**src/rtl/ifb_pkg.sv**
```systemverilog
// ifb_pkg: shared widths, entry types and PC helper for the instruction-fetch buffer.
// Latency: n/a (types and constants only).
// Backpressure: n/a.
package ifb_pkg;

  localparam int ADDR_W     = 16;
  localparam int DATA_W     = 32;
  localparam int INST_BYTES = 4;

  // One queued instruction: the word and the byte address it was fetched from.
  typedef struct packed {
    logic [ADDR_W-1:0] pc;
    logic [DATA_W-1:0] data;
  } ifb_entry_t;

  // One slot of the memory-latency pipe: a request is outstanding when valid is set.
  typedef struct packed {
    logic              valid;
    logic [ADDR_W-1:0] pc;
  } inflight_t;

  // Force a byte address onto an instruction boundary.
  function automatic logic [ADDR_W-1:0] align_pc(input logic [ADDR_W-1:0] pc);
    return pc & ~ADDR_W'(INST_BYTES - 1);
  endfunction

endpackage

```
**src/rtl/ifb_fifo.sv**
```systemverilog
// ifb_fifo: DEPTH-entry synchronous FIFO with flush; head output reads zero while empty.
// Latency: a pushed entry is visible at the head the cycle after the push edge.
// Backpressure: none internally; the caller guarantees no push when full (credit control upstream).
module ifb_fifo
  import ifb_pkg::*;
#(
  parameter int  DEPTH = 4,
  parameter type T     = ifb_entry_t
) (
  input  logic                         clk,
  input  logic                         rst,
  input  logic                         i_flush,
  input  logic                         i_push,
  input  T                             i_push_dat,
  input  logic                         i_pop,
  output T                             o_head,
  output logic [$clog2(DEPTH+1)-1:0]   o_count,
  output logic                         o_empty,
  output logic                         o_full
);

  localparam int PTR_W = $clog2(DEPTH);
  localparam int CNT_W = $clog2(DEPTH+1);

  T                 r_mem [DEPTH];
  logic [PTR_W-1:0] r_wr_ptr;
  logic [PTR_W-1:0] r_rd_ptr;
  logic [CNT_W-1:0] r_count;
  logic             w_pop;

  // A pop against an empty queue is ignored rather than corrupting the pointers.
  assign w_pop   = i_pop && !o_empty;
  assign o_count = r_count;
  assign o_empty = (r_count == '0);
  assign o_full  = (r_count == CNT_W'(DEPTH));

  // Pointer and occupancy update; flush drops everything but keeps the pointers aligned.
  always_ff @(posedge clk) begin
    if (rst) begin
      r_wr_ptr <= '0;
      r_rd_ptr <= '0;
      r_count  <= '0;
    end else if (i_flush) begin
      r_rd_ptr <= r_wr_ptr;
      r_count  <= '0;
    end else begin
      if (i_push) r_wr_ptr <= r_wr_ptr + PTR_W'(1);
      if (w_pop)  r_rd_ptr <= r_rd_ptr + PTR_W'(1);
      case ({i_push, w_pop})
        2'b10:   r_count <= r_count + CNT_W'(1);
        2'b01:   r_count <= r_count - CNT_W'(1);
        default: r_count <= r_count;
      endcase
    end
  end

  // Storage write; contents need no reset because the head is masked while empty.
  always_ff @(posedge clk) begin
    if (!rst && !i_flush && i_push) begin
      r_mem[r_wr_ptr] <= i_push_dat;
    end
  end

  // Head presentation: zero when empty so no stale entry ever leaks out.
  always_comb begin
    o_head = '0;
    if (!o_empty) o_head = r_mem[r_rd_ptr];
  end

endmodule

```
**src/rtl/ifetch_buffer.sv**
```systemverilog
// ifetch_buffer: instruction prefetch queue between core fetch and the imem pads (IFB_BYPASS_EN adds empty-queue bypass).
// Latency: fetch-to-core LAT+1 cycles, or LAT with IFB_BYPASS_EN; redirect shows the new PC on im_address next cycle.
// Backpressure: issue stalls once queued plus in-flight words reach DEPTH; inst_ready never feeds inst_valid.
module ifetch_buffer
  import ifb_pkg::*;
#(
  parameter int                DEPTH    = 4,
  parameter int                LAT      = 1,
  parameter logic [ADDR_W-1:0] RESET_PC = 16'h0000
) (
  input  logic              clk,
  input  logic              rst,
  input  logic              redirect_valid,
  input  logic [ADDR_W-1:0] redirect_pc,
  output logic              inst_valid,
  input  logic              inst_ready,
  output logic [DATA_W-1:0] inst_data,
  output logic [ADDR_W-1:0] inst_pc,
  output logic [ADDR_W-1:0] im_address,
  input  logic [DATA_W-1:0] im_read_data
);

  localparam int CNT_W  = $clog2(DEPTH+1);
  localparam int LAT_CW = $clog2(LAT+1);
  localparam int OCC_W  = $clog2(DEPTH+LAT+1);

  logic [ADDR_W-1:0] r_fetch_pc;
  inflight_t         r_inflight [LAT];

  logic [LAT_CW-1:0] w_inflight_cnt;
  logic [OCC_W-1:0]  w_occupancy;
  logic              w_issue;
  logic              w_cap_vld;
  logic [ADDR_W-1:0] w_cap_pc;
  logic              w_bypass;
  logic              w_fifo_push;
  logic              w_fifo_pop;
  ifb_entry_t        w_push_dat;
  ifb_entry_t        w_head;
  logic [CNT_W-1:0]  w_fifo_count;
  logic              w_fifo_empty;
  logic              w_fifo_full;

  assign im_address = r_fetch_pc;
  assign w_cap_vld  = r_inflight[LAT-1].valid;
  assign w_cap_pc   = r_inflight[LAT-1].pc;

  // Count outstanding memory requests; each one already owns a queue slot.
  always_comb begin
    w_inflight_cnt = '0;
    for (int i = 0; i < LAT; i++) begin
      w_inflight_cnt = w_inflight_cnt + LAT_CW'(r_inflight[i].valid);
    end
  end

  // Credit check uses the pre-pop count so a pop never lets an issue overbook the queue.
  always_comb begin
    w_occupancy = OCC_W'(w_fifo_count) + OCC_W'(w_inflight_cnt);
    w_issue     = !rst && !redirect_valid && !w_fifo_full &&
                  (w_occupancy < OCC_W'(DEPTH));
  end

  // Fetch PC: reset and redirect win over the sequential advance, which wraps at 16 bits.
  always_ff @(posedge clk) begin
    if (rst) begin
      r_fetch_pc <= RESET_PC;
    end else if (redirect_valid) begin
      r_fetch_pc <= align_pc(redirect_pc);
    end else if (w_issue) begin
      r_fetch_pc <= r_fetch_pc + ADDR_W'(INST_BYTES);
    end
  end

  // In-flight pipe: one slot per cycle of memory latency; redirect kills every outstanding response.
  always_ff @(posedge clk) begin
    if (rst || redirect_valid) begin
      for (int i = 0; i < LAT; i++) begin
        r_inflight[i] <= '0;
      end
    end else begin
      r_inflight[0] <= inflight_t'{valid: w_issue, pc: r_fetch_pc};
      for (int i = 1; i < LAT; i++) begin
        r_inflight[i] <= r_inflight[i-1];
      end
    end
  end

`ifdef IFB_BYPASS_EN
  // A response arriving at an empty queue is offered to the core in the same cycle.
  assign w_bypass = w_fifo_empty && w_cap_vld;
`else
  assign w_bypass = 1'b0;
`endif

  // Output mux and queue control: a bypassed word accepted by the core is never written.
  always_comb begin
    inst_valid  = !w_fifo_empty || w_bypass;
    inst_data   = w_head.data;
    inst_pc     = w_head.pc;
    if (w_bypass) begin
      inst_data = im_read_data;
      inst_pc   = w_cap_pc;
    end
    w_push_dat  = ifb_entry_t'{pc: w_cap_pc, data: im_read_data};
    w_fifo_push = w_cap_vld && !(w_bypass && inst_ready);
    w_fifo_pop  = !w_bypass && !w_fifo_empty && inst_ready && !redirect_valid;
  end

  ifb_fifo #(
    .DEPTH (DEPTH),
    .T     (ifb_entry_t)
  ) u_fifo (
    .clk        (clk),
    .rst        (rst),
    .i_flush    (redirect_valid),
    .i_push     (w_fifo_push),
    .i_push_dat (w_push_dat),
    .i_pop      (w_fifo_pop),
    .o_head     (w_head),
    .o_count    (w_fifo_count),
    .o_empty    (w_fifo_empty),
    .o_full     (w_fifo_full)
  );

endmodule
```
**config.mk**
```make
export PLATFORM = sky130hd
export DESIGN_NAME = ifetch_buffer
export DESIGN_NICKNAME = d
export VERILOG_FILES = /design/src/rtl/ifb_pkg.sv /design/src/rtl/ifb_fifo.sv /design/src/rtl/ifetch_buffer.sv
export SDC_FILE = /design/constraint.sdc
export NUM_CORES = 1
export LEC_CHECK = 0
export BUFFER_PORTS_ARGS = -buffer_cell sky130_fd_sc_hd__buf_2
export CAP_MARGIN = 20
export CORE_UTILIZATION = 61
export DETAILED_ROUTE_END_ITERATION = 7
export PLACE_DENSITY = 0.91
export SLEW_MARGIN = 25
export SYNTH_ARGS = -nofsm -noshare
export SYNTH_HDL_FRONTEND = slang
export SYNTH_SLANG_ARGS = --single-unit
```
**constraint.sdc**
```tcl
create_clock -name clk -period 5 [get_ports clk]
set_input_delay 0.75 -clock clk [delete_from_list [all_inputs] [get_ports clk]]
set_output_delay 0.75 -clock clk [all_outputs]
set_load 0.05 [all_outputs]
```
Yosys cells after proc, flatten, opt, wreduce, memory -nomap -nowiden
Memories as Yosys holds them, arrays and structs flattened. A register that Yosys moved wholly into a read port is not among the register bits.
Index checks and enable logic that the tools add are counted.
Storage, ports and cells
  memories: 2
  bits in registers: 23
  memory bits (writable): 209
  latch bits: 0
  logic and storage cells: 52
  memory bits (read-only): 0
  output and inout bits: 65
Memories
  u_fifo.r_mem: depth 4, width 48, rd ports 1, clocked after Yosys merged registers in 1, write ports 1, RTL line ifb_fifo.sv:25  | T r_mem [DEPTH];
  r_inflight: depth 1, width 17, rd ports 1, clocked after Yosys merged registers in 0, write ports 1, RTL line ifetch_buffer.sv:28  | inflight_t r_inflight [LAT];
Cells by class
  mux-type cells: 15
  reductions and logical operators: 19
  eq/ne operators: 3
  add/subtract/negate cells: 6
  div/mod/pow operators: 0
  order comparisons: 1
  shift operators: 0
  bitwise logic cells: 1
  multiply operators: 0
Operators by type and width (number)
  two-way mux 48 bit: 1
  two-way mux 16 bit: 2
  two-way mux 17 bit: 1
  OR reduction 17 bit: 1
  adder 16 x 3 -> 16 bit (second input constant): 1
  two-way mux 2 bit: 4
  logical AND 1 bit: 7
  two-way mux 1 bit: 6
  case mux 3 bit (2 select lines): 1
  nonzero test 2 bit: 3
  adder 2 x 1 -> 2 bit (second input constant): 2
  zero test 1 bit: 4
  adder 3 x 1 -> 3 bit: 1
  adder 3 x 1 -> 3 bit (second input constant): 1
  == test 3 bit (second input constant): 1
  zero test 3 bit: 1
  < comparator 3 bit (second input constant): 1
  subtractor 3 x 1 -> 3 bit (second input constant): 1
  == test 2 x 1 -> 1 bit (second input constant): 1
  == test 2 bit (second input constant): 1
  AND reduction 2 bit: 1
  OR reduction 2 bit: 1
  logical OR 1 bit: 1
  NOT 1 bit: 1

Longest topological paths before layout
Gate-level depths: netlist of run 1.
  word-level depth: 9
  depth in mapped cells: 10
  mapped depth without buffers: 9

By module
From an unflattened synthesis of run 1, not the netlist that was laid out.
Unflattened totals
  cell total of the unflattened synthesis: 497
  area total of the unflattened synthesis: 8999.9 µm²
By module, submodules not included
  ifb_fifo: times used 1, cells each 358, area an instance 7732.4 µm²
  ifetch_buffer: times used 1, cells each 139, area an instance 1267.5 µm²

Least setup slack after synthesis of run 1
No wires, ideal clock.
  path kind: input to register
  start: input port redirect_valid
  end: memory u_fifo.r_mem[2][0] in the netlist's numbering (enable)
  cell stages on the path: 2
  arrival time: 2.249 ns
  required time: 4.592 ns
  path buffers: 0
  slack: 2.343 ns
  path through: nor2_1 -> and3_1
Between the ends
  longest elaborated chain between the ends: 5
Ends and longest elaborated chain
  start: declaration: RTL line ifetch_buffer.sv:13  | input logic redirect_valid,
  zero test 1 bit: RTL line ifb_fifo.sv:59  | if (!rst && !i_flush && i_push) begin
  logical AND 1 bit (2 in a row): RTL line ifb_fifo.sv:59
  two-way mux 1 bit: RTL line ifb_fifo.sv:59
  two-way mux 1 bit (not written as such): RTL line ifb_fifo.sv:60  | r_mem[r_wr_ptr] <= i_push_dat;
  end: declaration: RTL line ifb_fifo.sv:25
No other way between the ends.

==> results of run 1 <==
==> metrics by stage <==
| stage | area [µm²] | std cells | utilization [%] |
|---|---|---|---|
| after floorplan | 8680 | 495 | - |
| after global placement | 9400 | 764 | 67.7 |
| after detailed placement | 9400 | 764 | 67.7 |
| after CTS | 10100 | 804 | 72.6 |
| after global routing | 10100 | 804 | 72.6 |
| final | 10100 | 804 | 72.6 |
==> layout by cell type, fill, tap and decap left out, types with 4 or more instances in the layout <==
cell and instances:
clkinv_2 7, mux4_2 46, xor2_1 5, clkbuf_1 5
nor3_1 6, a311oi_1 7, and2_1 14, nor2_1 21
dfxtp_1 36, or3_1 5, a211oi_1 4, nand4_1 6
edfxtp_1 184, buf_2 110, nor2b_1 47, nand3_1 5
o21ai_0 5, nand2_1 18, conb_1 4, ha_1 6
and3_2 4, inv_1 9, xnor2_1 4, buf_4 8
clkbuf_16 23
==> worst max path at each step <==
stage                         startpoint  slack, ns            endpoint
final                          flip-flop       1.78       inst_data[30]
after global routing           flip-flop       1.58         inst_pc[14]
after CTS                      flip-flop       1.71       inst_data[30]
after floorplan           redirect_valid       2.34  u_fifo.r_mem[2][0]
after global placement         flip-flop       2.21         inst_pc[14]
after detailed placement             rst       2.18  u_fifo.r_mem[1][5]
==> final cells by class <==
| class | count | area, µm² |
|---|---|---|
| multi-input combinational | 235 | 2240 |
| sequential | 222 | 6290 |
| fill | 856 | 3800 |
| inverter | 9 | 33.8 |
| clock inverter | 9 | 42.5 |
| clock buffer | 31 | 636 |
| timing repair buffer | 118 | 611 |
| tap | 180 | 225 |
==> cells in the mapped netlist, types with 3 or more instances <==
cell type	n	area (µm²)
edfxtp_1	184	5530
nor2b_1	47	294
mux4_2	46	1040
dfxtp_1	38	761
nor2_1	21	78.8
nand2_1	18	67.6
clkbuf_1	17	63.8
and2_1	14	87.6
inv_1	9	33.8
a311oi_1	7	61.3
buf_2	7	35.0
nor3_1	7	35.0
ha_1	6	75.1
nand4_1	6	37.5
and3_1	5	31.3
nand3_1	5	25.0
o21ai_0	5	25.0
or3_1	5	31.3
xor2_1	5	43.8
a211oi_1	4	30.0
buf_4	4	30.0
xnor2_1	4	35.0
a21oi_1	3	15.0
nor4_1	3	18.8
o311a_2	3	33.8
==> layer usage <==
metal	part of all wire, %	track usage (%)	vias to the layer above
met1	40	30.1	2398
met4	2.2	6.71	0
met3	6.6	3.34	35
li1	-	-	2135
met2	51	39.9	200
met5	0	0	-
==> sequential cells by signal, summed over array words and instances (netlist names), named ones only <==
name / flops
im_address: 14
u_fifo.r_mem: 184
r_inflight: 15
u_fifo.r_rd_ptr: 2
u_fifo.o_count: 3
u_fifo.r_wr_ptr: 2
==> logic make-up (layout without fill, tap and decap cells) <==
kind of cell	count (synthesis)	in the layout	synth area share [%]
other	1	4	0.0432
DFF	222	222	72.5
adders and majority gates	7	7	1.10
and+or+nand+nor	140	140	8.93
buffers and inverters	38	167	1.92
muxes	47	47	12.1
AOI/OAI and AO/OA	28	28	2.48
xor gates and xnor gates	9	9	0.909
==> power groups by stage <==
stage	clock, mW	sequential (mW)	combinational [mW]
global placement	0	2.10	0.236
CTS	1.54	2.06	0.246
detailed placement	0	2.10	0.245
finish	1.51	2.06	0.245
global route	1.60	2.06	0.262
floorplan	0	2.10	0.166
==> metrics.yaml, run 1 <==
hold_violations: 0
htree_levels: 1
grt_max_degree: 48
setup_tns_ns: 0
max_freq_ghz: 0.311
drt.antenna.violating_nets: 0
finalCriticalPeriod_ns: 3.22
seq_power_share_pct: 53.9
io_pins: 117
dr.pass1.iters: 5
hold_class: "primary input to flip-flop"
crit_type: "flip-flop to output port"
initial_core_util_pct: 62.5
ys_warn_count: 0
slowest_delay_ns: 0.95
area_growth_pct: 16.2
r2r_slack_ns: 2.78
n_antenna_cell: 0
place.gp.congestion: 0.860
ctsResizeCount: 0
leakagePower_nw: 3.55
clk_pin_slew_ns: 0.06
crit_family: "flip-flops"
internal-power_mw: 3.00
slowest_stage: "dfxtp_4"
cp_num_cells: 3
fp.coreArea_um2: 13900
worst_ep_arrival_time_ns: 2.47
min_from: "im_read_data[8]"
setup_viol: 0
hold_ws_ns: 0.489
syn_area_per_cell_um2: 17.6
skew_ns: 0.0117
final_layout_size_suffix_gt1_share_pct: 33.7
dp.final_hpwl_mm: 9.99
power.total_mw: 3.82
worstPathCellList: "mux4_2 -> nor2b_1 -> buf_2"
syn_area_um2: 8670
cp-start-kind: "flip-flop"
async_flop_share_pct: 0
path_buf_inv: 1
hold_buffers: 0
fin_crit_sh_pct: 64.4
grt_overflow: 0
switching_share_pct: 21.5
drc: 0
row_count: 43
insertion_delay_ns: 0.48
place_ws_ns: 2.18
regToRegEndpoint: "u_fifo.o_count[2]"
vdd_ir_drop_max_mv: 0.359
cts_tree: "yes"
antenna_found_initial: 0
grt_usage_pct: 22.9
ys.flop_type: "edfxtp_1"
grt_pass1_vias: 4867
p_per_area_nw_per_um2: 379
wl_mm: 16.4
grt_pass1_wl_mm: 25.4
nets: 667
clockBufferDepth: 3
crit_required_ns: 4.25
die_area_um2: 14700
whs_path_depth: 1
dieHeight_um: 121
synth_seq_cells: 222
cts_setup_buffers: 0
wl_per_cell_um: 20.4
clock_sinks: 222
max-cap-violations: 0
relSlewSlack_pct: 34.7
hold_path_end: "u_fifo.r_mem[0][8]"
rsz0062_at_grt: "no"
r2r_cells: 9
r2r-start: "u_fifo.o_count[2]"
switchingPower_uw: 821
tightest_slew_ns: 0.972
vias: 4768
yosysSeqAreaShare_pct: 72.5
timing.final.ws_setup_ns: 1.78
clkPwrFrac_pct: 39.7
numPortBuffers: 110
crit_fanout: 46
via_per_inst: 5.93
cts-buffers-inserted: 22
comb_power_share_pct: 6.4
slew_viol_final: 0
critPathCaptureType: "output port"
synthCells: 492
status: "completed"
synth_cell_types: 41
cts_root_buf: "clkbuf_16"
synth_edf_count: 184
drt_iter0_drc: 367
floorplan.die.width_um: 121
No activity file was read; power rests on OpenSTA's default activity.
==> run 2: changes to the inputs <==
--- a/config.mk
+++ b/config.mk
@@ -5,11 +5,12 @@
 export SDC_FILE = /design/constraint.sdc
 export NUM_CORES = 1
 export LEC_CHECK = 0
+export ABC_AREA = 1
 export BUFFER_PORTS_ARGS = -buffer_cell sky130_fd_sc_hd__buf_2
 export CAP_MARGIN = 20
-export CORE_UTILIZATION = 61
+export CORE_UTILIZATION = 52
 export DETAILED_ROUTE_END_ITERATION = 7
-export PLACE_DENSITY = 0.91
+export PLACE_DENSITY = 0.83
 export SLEW_MARGIN = 25
 export SYNTH_ARGS = -nofsm -noshare
 export SYNTH_HDL_FRONTEND = slang
==> constraint.sdc (replaced) <==
create_clock -name clk -period 2.7 [get_ports clk]
set_input_delay 0.405 -clock clk [delete_from_list [all_inputs] [get_ports clk]]
set_output_delay 0.405 -clock clk [all_outputs]
set_load 0.05 [all_outputs]
==> metrics.yaml, run 2 <==
internal-power_mw: 5.45
synth_seq_cells: 222
hold_buffers: 0
yosysMostFrequentCell: "nor2_1"
syn_area_um2: 8990
dr.pass1.iters: 5
clkPwrFrac_pct: 38.6
syn_area_per_cell_um2: 11.1
cts_root_buf: "clkbuf_16"
top_register: "u_fifo.r_mem"
grt_pass1_vias: 5939
slew_viol_final: 0
status: "completed"
tightest_slew_ns: 0.976
max-cap-violations: 0
synth_top_area_share_pct: 61.4
p_per_area_nw_per_um2: 678
critPathCaptureType: "output port"
io_pins: 117
async_flop_share_pct: 0
final_area_um2: 10400
largest_reg_flops: 184
final_layout_size_suffix_gt1_share_pct: 18.8
area_growth_pct: 15.9
numPortBuffers: 110
worst_ep_arrival_time_ns: 2.14
comb_power_share_pct: 7.8
vdd_ir_drop_max_mv: 0.459
grt_overflow: 0
ys.flop_type: "edfxtp_1"
final_common_cell: "nor2_1"
switching_share_pct: 22.9
row_count: 47
hold_class: "primary input to flip-flop"
n_antenna_cell: 0
dp.final_hpwl_mm: 10.9
cp-start-kind: "flip-flop"
initial_core_util_pct: 53.7
crit_family: "buffers and inverters"
synth.area.top_cells: "edfxtp_1, nor2_1, dfxtp_1, o21ai_0, a21oi_1"
clockBufferDepth: 3
fp.coreArea_um2: 16800
post_dp_cell_area_um2: 9760
synth_area_leader_cell: "edfxtp_1"
synth_cell_types: 31
path_buf_inv: 2
drt.antenna.violating_nets: 0
die_area_um2: 17800
final_cell_mix: "nor2_1, edfxtp_1, buf_2"
dieHeight_um: 134
ys_warn_count: 0
leakagePower_nw: 3.97
antenna_found_initial: 0
crit_required_ns: 2.30
grt_pass1_wl_mm: 28.8
grt_usage_pct: 20.7
hold_violations: 0
cts-buffers-inserted: 23
grt_max_degree: 53
wl_per_cell_um: 15.6
switchingPower_mw: 1.62
worstPathCellList: "inv_2 -> nor2_1 -> o21ai_0 -> a21oi_1 -> buf_2"
fin_crit_sh_pct: 94.2
cts_tree: "yes"
power.total_mw: 7.07
final_util_pct: 62.2
clk_pin_slew_ns: 0.06
drt_iter0_drc: 355
setup_tns_ns: 0
drc: 0
finalCriticalPeriod_ns: 2.54
synth_edf_count: 184
setup_viol: 0
clock_sinks: 222
slowest_delay_ns: 0.70
max_freq_ghz: 0.393
crit_type: "flip-flop to output port"
nets: 982
floorplan.die.width_um: 134
crit_fanout: 46
yosysSeqAreaShare_pct: 69.9
vias: 6125
synthCells: 812
relSlewSlack_pct: 34.8
slowest_stage: "inv_2"
seq_power_share_pct: 53.5
place.gp.congestion: 0.783
wl_mm: 18.1
via_per_inst: 5.28
ys_top_cells_by_count: "nor2_1, edfxtp_1, o21ai_0"
skew_ns: 0.0115
rsz0062_at_grt: "no"
insertion_delay_ns: 0.50
htree_levels: 1
run 2: repair_timing:
item	CTS	global route
buffers inserted	0	0
endpoints found under the setup margin	0	31
resized for setup	0	4
run 2: layout make-up:
cell class	instances	area (µm²)
clock buffers	29	598
clock inverters	12	53.8
fillers	1262	6340
inverters	41	156
multi-input cells	509	2360
flip-flops and latches	222	6290
well taps	220	275
repair buffers	126	686
run 2: power groups by stage:
stage / Combinational [mW] / Sequential [mW] / Clock (mW)
floorplan: 0.358 / 3.89 / 0
global placement: 0.538 / 3.85 / 0
detailed placement: 0.551 / 3.86 / 0
CTS: 0.555 / 3.78 / 2.77
global route: 0.608 / 3.79 / 2.92
finish: 0.554 / 3.78 / 2.73
run 2: logic make-up after synthesis:
kind of cell / synth area share (%)
simple gates: 15.0
buf+inv: 4.29
fa+ha+maj: 1.06
compound gates: 9.17
xor+xnor: 0.390
mux: 0.111
other cells: 0.0417
flops: 69.9
run 2: per-layer routing:
layer  share of wire, %  GRT usage, %  vias up
met5                  0             0        -
met4                2.5          7.77        0
met3                7.0          3.27       36
li1                   -             -     3004
met2                 50          35.8      234
met1                 41          26.4     2851
run 2: final timing paths:
kind,start,to,slack (ns),depth (start not counted)
min,im_read_data[31],u_fifo.r_mem[2][31],0.12,1
min reg2reg,r_inflight[0][6],u_fifo.r_mem[1][38],0.46,0
max,flip-flop,inst_pc[11],0.16,5
max reg2reg,u_fifo.o_count[0],u_fifo.o_count[2],0.60,11
run 2: through the flow:
step	setup slack (ns)	cells	hold WS, ns
6_report	0.158	1159	0.119
5_1_grt	0.00387	1159	0.103
3_3_place_gp	0.566	1118	0.450
4_1_cts	0.0134	1159	0.101
2_1_floorplan	-0.456	815	0.438
3_5_place_dp	0.537	1118	0.458
run 2: worst register-to-register path, stage by stage (launching register included):
cell,delay [ns]
dfxtp_1,0.35
inv_1,0.10
nand3_1,0.23
nand2_1,0.12
nor2_1,0.11
ha_1,0.15
inv_1,0.07
fa_1,0.38
a21oi_1,0.14
o21ai_0,0.11
o21ai_0,0.16
a21oi_1,0.05
